**src/rtl/wrr_arbiter_pkg.sv**
```systemverilog
// Shared definitions for the weighted round-robin arbiter.
package wrr_arbiter_pkg;

  // Upper bound on the requester index width carried in the lock-in record.
  localparam int unsigned MaxIdxW = 16;

  // A burst counter must reach weight+1, so it needs one bit more than a weight.
  function automatic int unsigned cnt_width(input int unsigned weight_w);
    return weight_w + 1;
  endfunction

  // Lock-in record: a stalled decision and the requester it belongs to.
  typedef struct packed {
    logic               lock;
    logic [MaxIdxW-1:0] idx;
  } lock_t;

endpackage

```
**src/rtl/lzc.sv**
```systemverilog
// Trailing-zero counter: index of the lowest set bit, plus an all-zero flag.
module lzc #(
  parameter int unsigned Width = 8,
  parameter int unsigned CntW  = $clog2(Width)
) (
  input  logic [Width-1:0] in_i,
  output logic [CntW-1:0]  cnt_o,
  output logic             empty_o
);

  // Scan from the top so the lowest set bit is the last one written.
  always_comb begin
    cnt_o = '0;
    for (int i = Width - 1; i >= 0; i--) begin
      if (in_i[i]) cnt_o = CntW'(i);
    end
  end

  assign empty_o = ~|in_i;

endmodule

```
**src/rtl/wrr_arbiter.sv**
```systemverilog
// Weighted round-robin arbiter with lookahead, valid/ready handshake and lock-in.
module wrr_arbiter
  import wrr_arbiter_pkg::*;
#(
  parameter int unsigned NUM_REQ  = 8,
  parameter int unsigned WEIGHT_W = 4,
  parameter int unsigned IDX_W    = $clog2(NUM_REQ)
) (
  input  logic                              clk_i,
  input  logic                              rst_ni,
  input  logic                              flush_i,
  input  logic [NUM_REQ-1:0]                req_i,
  input  logic [NUM_REQ-1:0][WEIGHT_W-1:0]  weight_i,
  output logic                              valid_o,
  input  logic                              ready_i,
  output logic [NUM_REQ-1:0]                gnt_o,
  output logic [IDX_W-1:0]                  idx_o
);

  localparam int unsigned CntW = cnt_width(WEIGHT_W);

  typedef logic [WEIGHT_W-1:0] weight_t;
  typedef logic [CntW-1:0]     cnt_t;

  logic [IDX_W-1:0] ptr_q, ptr_d;
  cnt_t             cnt_q, cnt_d;
  lock_t            lock_q, lock_d;

  logic [IDX_W-1:0]   lock_idx;
  logic               unused_lock_idx;
  weight_t            weight_sel;
  logic               locked;
  logic               burst_cont;
  logic [NUM_REQ-1:0] req_upper;
  logic [IDX_W-1:0]   idx_upper, idx_all, look_idx, sel_idx;
  logic               empty_upper, empty_all;

  assign lock_idx        = lock_q.idx[IDX_W-1:0];
  assign unused_lock_idx = ^lock_q.idx[MaxIdxW-1:IDX_W];
  assign weight_sel      = weight_i[ptr_q];

  // Requests strictly above the current owner; the owner itself ranks last.
  always_comb begin
    req_upper = '0;
    for (int i = 0; i < NUM_REQ; i++) begin
      req_upper[i] = req_i[i] & (IDX_W'(i) > ptr_q);
    end
  end

  lzc #(
    .Width (NUM_REQ)
  ) u_lzc_upper (
    .in_i    (req_upper),
    .cnt_o   (idx_upper),
    .empty_o (empty_upper)
  );

  lzc #(
    .Width (NUM_REQ)
  ) u_lzc_all (
    .in_i    (req_i),
    .cnt_o   (idx_all),
    .empty_o (empty_all)
  );

  // Selection priority: lock-in, then burst continuation, then wrap-around lookahead.
  always_comb begin
    locked     = lock_q.lock & req_i[lock_idx];
    burst_cont = (cnt_q != '0) && (cnt_q <= cnt_t'(weight_sel)) && req_i[ptr_q];
    look_idx   = empty_upper ? idx_all : idx_upper;
    if (locked) begin
      sel_idx = lock_idx;
    end else if (burst_cont) begin
      sel_idx = ptr_q;
    end else begin
      sel_idx = look_idx;
    end
  end

  // Outputs depend on requests and state only; ready_i never reaches them.
  always_comb begin
    valid_o = ~empty_all;
    gnt_o   = '0;
    idx_o   = '0;
    if (valid_o) begin
      gnt_o[sel_idx] = 1'b1;
      idx_o          = sel_idx;
    end
  end

  // Next state: hold a stalled decision, advance burst or owner on a transfer.
  always_comb begin
    ptr_d       = ptr_q;
    cnt_d       = cnt_q;
    lock_d.lock = valid_o & ~ready_i;
    lock_d.idx  = MaxIdxW'(sel_idx);
    if (valid_o && ready_i) begin
      if ((sel_idx == ptr_q) && burst_cont) begin
        cnt_d = cnt_q + cnt_t'(1);
      end else begin
        ptr_d = sel_idx;
        cnt_d = cnt_t'(1);
      end
    end
  end

  // State register; flush behaves exactly like reset and wins over a transfer.
  always_ff @(posedge clk_i) begin
    if (!rst_ni || flush_i) begin
      ptr_q  <= IDX_W'(NUM_REQ - 1);
      cnt_q  <= '0;
      lock_q <= '0;
    end else begin
      ptr_q  <= ptr_d;
      cnt_q  <= cnt_d;
      lock_q <= lock_d;
    end
  end

`ifndef SYNTHESIS
  a_gnt_onehot0 : assert property (@(posedge clk_i) disable iff (!rst_ni)
    $onehot0(gnt_o));
  a_valid_gnt : assert property (@(posedge clk_i) disable iff (!rst_ni)
    valid_o == (|gnt_o));
  a_gnt_idx : assert property (@(posedge clk_i) disable iff (!rst_ni)
    valid_o |-> gnt_o[idx_o]);
  // A requester whose decision is stalled must keep requesting until accepted.
  a_lock_held : assert property (@(posedge clk_i) disable iff (!rst_ni || flush_i)
    lock_q.lock |-> req_i[lock_idx]);
`endif

endmodule

```
**config.mk**
```make
export PLATFORM = sky130hd
export DESIGN_NAME = wrr_arbiter
export DESIGN_NICKNAME = d
export VERILOG_FILES = /design/src/rtl/wrr_arbiter_pkg.sv /design/src/rtl/lzc.sv /design/src/rtl/wrr_arbiter.sv
export SDC_FILE = /design/constraint.sdc
export NUM_CORES = 1
export LEC_CHECK = 0
export BUFFER_PORTS_ARGS = -buffer_cell sky130_fd_sc_hd__buf_2
export CORE_ASPECT_RATIO = 0.6
export CORE_MARGIN = 8
export CORE_UTILIZATION = 25
export DETAILED_ROUTE_END_ITERATION = 16
export PLACE_DENSITY_LB_ADDON = 0.15
export SYNTH_ARGS = -nofsm -noshare
export SYNTH_HDL_FRONTEND = slang
export SYNTH_SLANG_ARGS = --single-unit
```
**constraint.sdc**
```tcl
create_clock -name clk_i -period 6.9 [get_ports clk_i]
set_input_delay 1.38 -clock clk_i [delete_from_list [all_inputs] [get_ports clk_i]]
set_output_delay 1.38 -clock clk_i [all_outputs]
set_load 0.05 [all_outputs]
```
==> results by group <==
Routing
  – Total wire length: around 5200 um
  – Starting DRT DRC Count: 86
  – Vias/cell: about 5
  – WL/cell: 16.2 um
  – Routed vias: about 1600
  – # DRC: 0
  – Pre-Repair DR Iteration Count: 4
  – Final ANT Viol Nets: 0

Synth
  – Primary FF master, synth: dfxtp_1
  – Synthesized instance count: around 190
  – Warnings, synthesis: 0
  – Cell variety after synth: between 50 and 60
  – Main area contributors after synthesis: dfxtp_1 (15%), mux4_2 (14%), mux2i_1 (5.7%)
  – Synth Register Bits: 12
  – Average cell area after synthesis: 8.29 um^2
  – Top cell type's share of synthesized area: 0.153
  – Net Count, Synth: 239
  – Mapped cell area: 1570 um^2
  – Sequential-to-total area share from yosys stat: 0.153
  – Post-synthesis async set-or-reset flop share: 0
  – Number of synthesized flops with an enable pin: 0
  – Post-synth top area cell: dfxtp_1

Place
  – Gpl congestion: slightly below 0.8
  – Cell count after placement: 318
  – Dpl hpwl: 4200 um
  – PortBufs: 55
  – Placed cell area: around 1900 um^2

STA
  – Max_slew headroom: 0.406
  – Max Freq: approximately 0.18 GHz
  – Final setup fails: 0
  – Slew @ Worst Pin: between 0.8 and 0.9 ns
  – Max Slew Vio Count: 0
  – Clock skew: about 0.0023 ns
  – Post-route minimum period: approximately 5.6 ns
  – Final worst-path cycle share: 0.817
  – Fin. Hold Viols: 0
  – Setup total negative slack: 0 ns
  – RSZ-0062 raised after global routing: false

Die
  – Site row count: 22
  – Die area: 9140 um^2
  – IO Pins: 56
  – Core Area: 6080 um^2
  – Initial core utilization: 0.258
  – Die Height: just under 80 um
  – Die width: approximately 120 um

Cells and area
  – Layout Nets: 289
  – Layout cells sized above 1: 0.354
  – Reg area: around 240 um^2
  – Antenna cells: 0
  – Area Growth Syn to Fin: 23.2%
  – FILL cells: 640
  – Cell area after layout: just under 2000 um^2
  – Fin cells: 321
  – Multi-input gate area: approximately 1200 um^2

Clock network
  – Clk root buf: clkbuf_8
  – CTS-repair resized insts: 0
  – Hold_buf cts: 0
  – Clock latency on the worst-skew pair: approximately 0.23 ns
  – Num CTS Buffers: 3
  – Max Buffers Root-to-Sink: 2
  – Clock sink count: 12
  – Clock Pin Slew Worst Setup and Hold Paths: roughly 0.050 ns
  – Post-CTS setup buffers: 0
  – CTS tree: done
  – H-tree lvl count: 1

Power
  – Internal power: 167 uW
  – Switching pwr: about 130 uW
  – P_leak: ~0.00084 uW
  – Clock share of power: 0.210
  – Switching Share: 0.437
  – Peak VDD IR: approximately 0.15 mV
  – Sequential power share: 0.276
  – Power Dens Cells: approximately 150 nW/um^2
  – Combinational fraction of design power: 0.514

Global route
  – Global Route Usage Sum: 0.112
  – Largest net degree at the start of global routing: 21
  – First-pass GRT wire length: ~8500 um
  – Initial antenna violation count: 0
  – Remaining Overflow, GRT: 0
  – Vias in the first global route: roughly 1600

Min path
  – Min-delay worst type: flop to flop
  – Hold Crit Depth: 2

Setup path
  – Crit path launch type: input pin
  – Critical path class: input pin to output pin
  – Endpoint kind of the worst setup timing path: output pin
  – R2r worst-path depth: 12
  – WP data required: approximately 5.5 ns
  – CP arrival: about 4.3 ns
  – Critical path peak fanout: 6

Outcome
  – Outcome: complete, no violations

Job
  – Max-Cap Viols: 0
-- cells by family after synthesis --
group	synth area share
AOI/OAI and AO/OA	0.251
DFF	0.153
and+or+nand+nor	0.239
muxes	0.215
buffers and inverters	0.0830
adders and majority gates	0.0479
xor gates and xnor gates	0.0112
-- sequential cells by signal (all words and copies together) (netlist names) --
name      flops
ptr_q         3
lock_idx      3
cnt_q         5
lock_q        1
-- layout make-up --
| type | instances | share of cell area |
|---|---|---|
| well taps | 84 | 0.0544 |
| flip-flops and latches | 12 | 0.124 |
| multi-input cells | 149 | 0.620 |
| clock buffers | 3 | 0.0214 |
| repair buffers | 56 | 0.146 |
| inverters | 17 | 0.0337 |
-- synthesized netlist by cell type, types with 4 or more instances --
| cell type | number |
|---|---|
| buf_2 | 4 |
| nor3_1 | 5 |
| nor2_1 | 12 |
| a31oi_1 | 4 |
| mux4_2 | 10 |
| o21ai_0 | 7 |
| and3_1 | 4 |
| a21oi_1 | 11 |
| inv_1 | 15 |
| nand3_1 | 6 |
| ha_1 | 6 |
| dfxtp_1 | 12 |
| nand2_1 | 15 |
| mux2i_1 | 9 |
| and2_1 | 6 |
-- path summary, 6_finish.rpt --
path	startpoint	to	slack [ns]
setup / recovery	weight_i[13]	gnt_o[0]	1.26
hold / removal	cnt_q[4]$_SDFFE_PP0P_	cnt_q[4]$_SDFFE_PP0P_	0.48
setup reg to reg	ptr_q[0]$_SDFFE_PP1P_	ptr_q[2]$_SDFFE_PP1P_	3.38
hold reg to reg	cnt_q[4]$_SDFFE_PP0P_	cnt_q[4]$_SDFFE_PP0P_	0.48
-- per-layer routing --
metal  global-route usage  part of all wire  vias up
li1                     -                 -      818
met4               0.0114            0.0023        0
met2                0.138              0.37       58
met1                0.179              0.56      756
met3               0.0347             0.071        2
met5                    0                 0        -
-- placed cells by master (no fill, tap or decap), types with 5 or more instances in the layout --
| master | netlist | layout |
|---|---|---|
| buf_2 | 4 | 55 |
| inv_1 | 15 | 15 |
| nand2_1 | 15 | 15 |
| nor2_1 | 12 | 12 |
| dfxtp_1 | 12 | 12 |
| a21oi_1 | 11 | 11 |
| mux4_2 | 10 | 10 |
| mux2i_1 | 9 | 9 |
| o21ai_0 | 7 | 7 |
| and2_1 | 6 | 6 |
| nand3_1 | 6 | 6 |
| ha_1 | 6 | 6 |
| nor3_1 | 5 | 5 |
-- power groups by stage --
stage          Sequential (uW)  Combinational [uW]  Clock (uW)
2_1_floorplan             75.1                 119           0
3_3_place_gp              83.7                 153           0
3_5_place_dp              83.5                 152           0
4_1_cts                   82.0                 153        64.8
5_1_grt                   82.8                 165        67.5
6_report                  81.7                 152        62.0
-- through the flow --
stage / hold slack, ns / power (uW) / utilization / setup slack (ns)
after floorplan: 0.447 / 194 / - / 0.569
after global placement: 0.467 / 236 / 0.311 / 1.33
after detailed placement: 0.467 / 236 / 0.311 / 1.30
after CTS: 0.478 / 300 / 0.318 / 1.29
after global routing: 0.532 / 315 / 0.318 / 1.02
final: 0.482 / 296 / 0.318 / 1.26
-- critical path: stages --
cell,delay (ns)
buf_2,0.10
mux4_2,0.46
mux2i_1,0.17
ha_1,0.27
nor2b_1,0.14
o21ai_0,0.22
a32oi_1,0.13
nor3_2,0.42
a221o_2,0.34
clkinv_2,0.11
nor4_1,0.21
buf_2,0.31
Power figures use the tool's default switching activity.
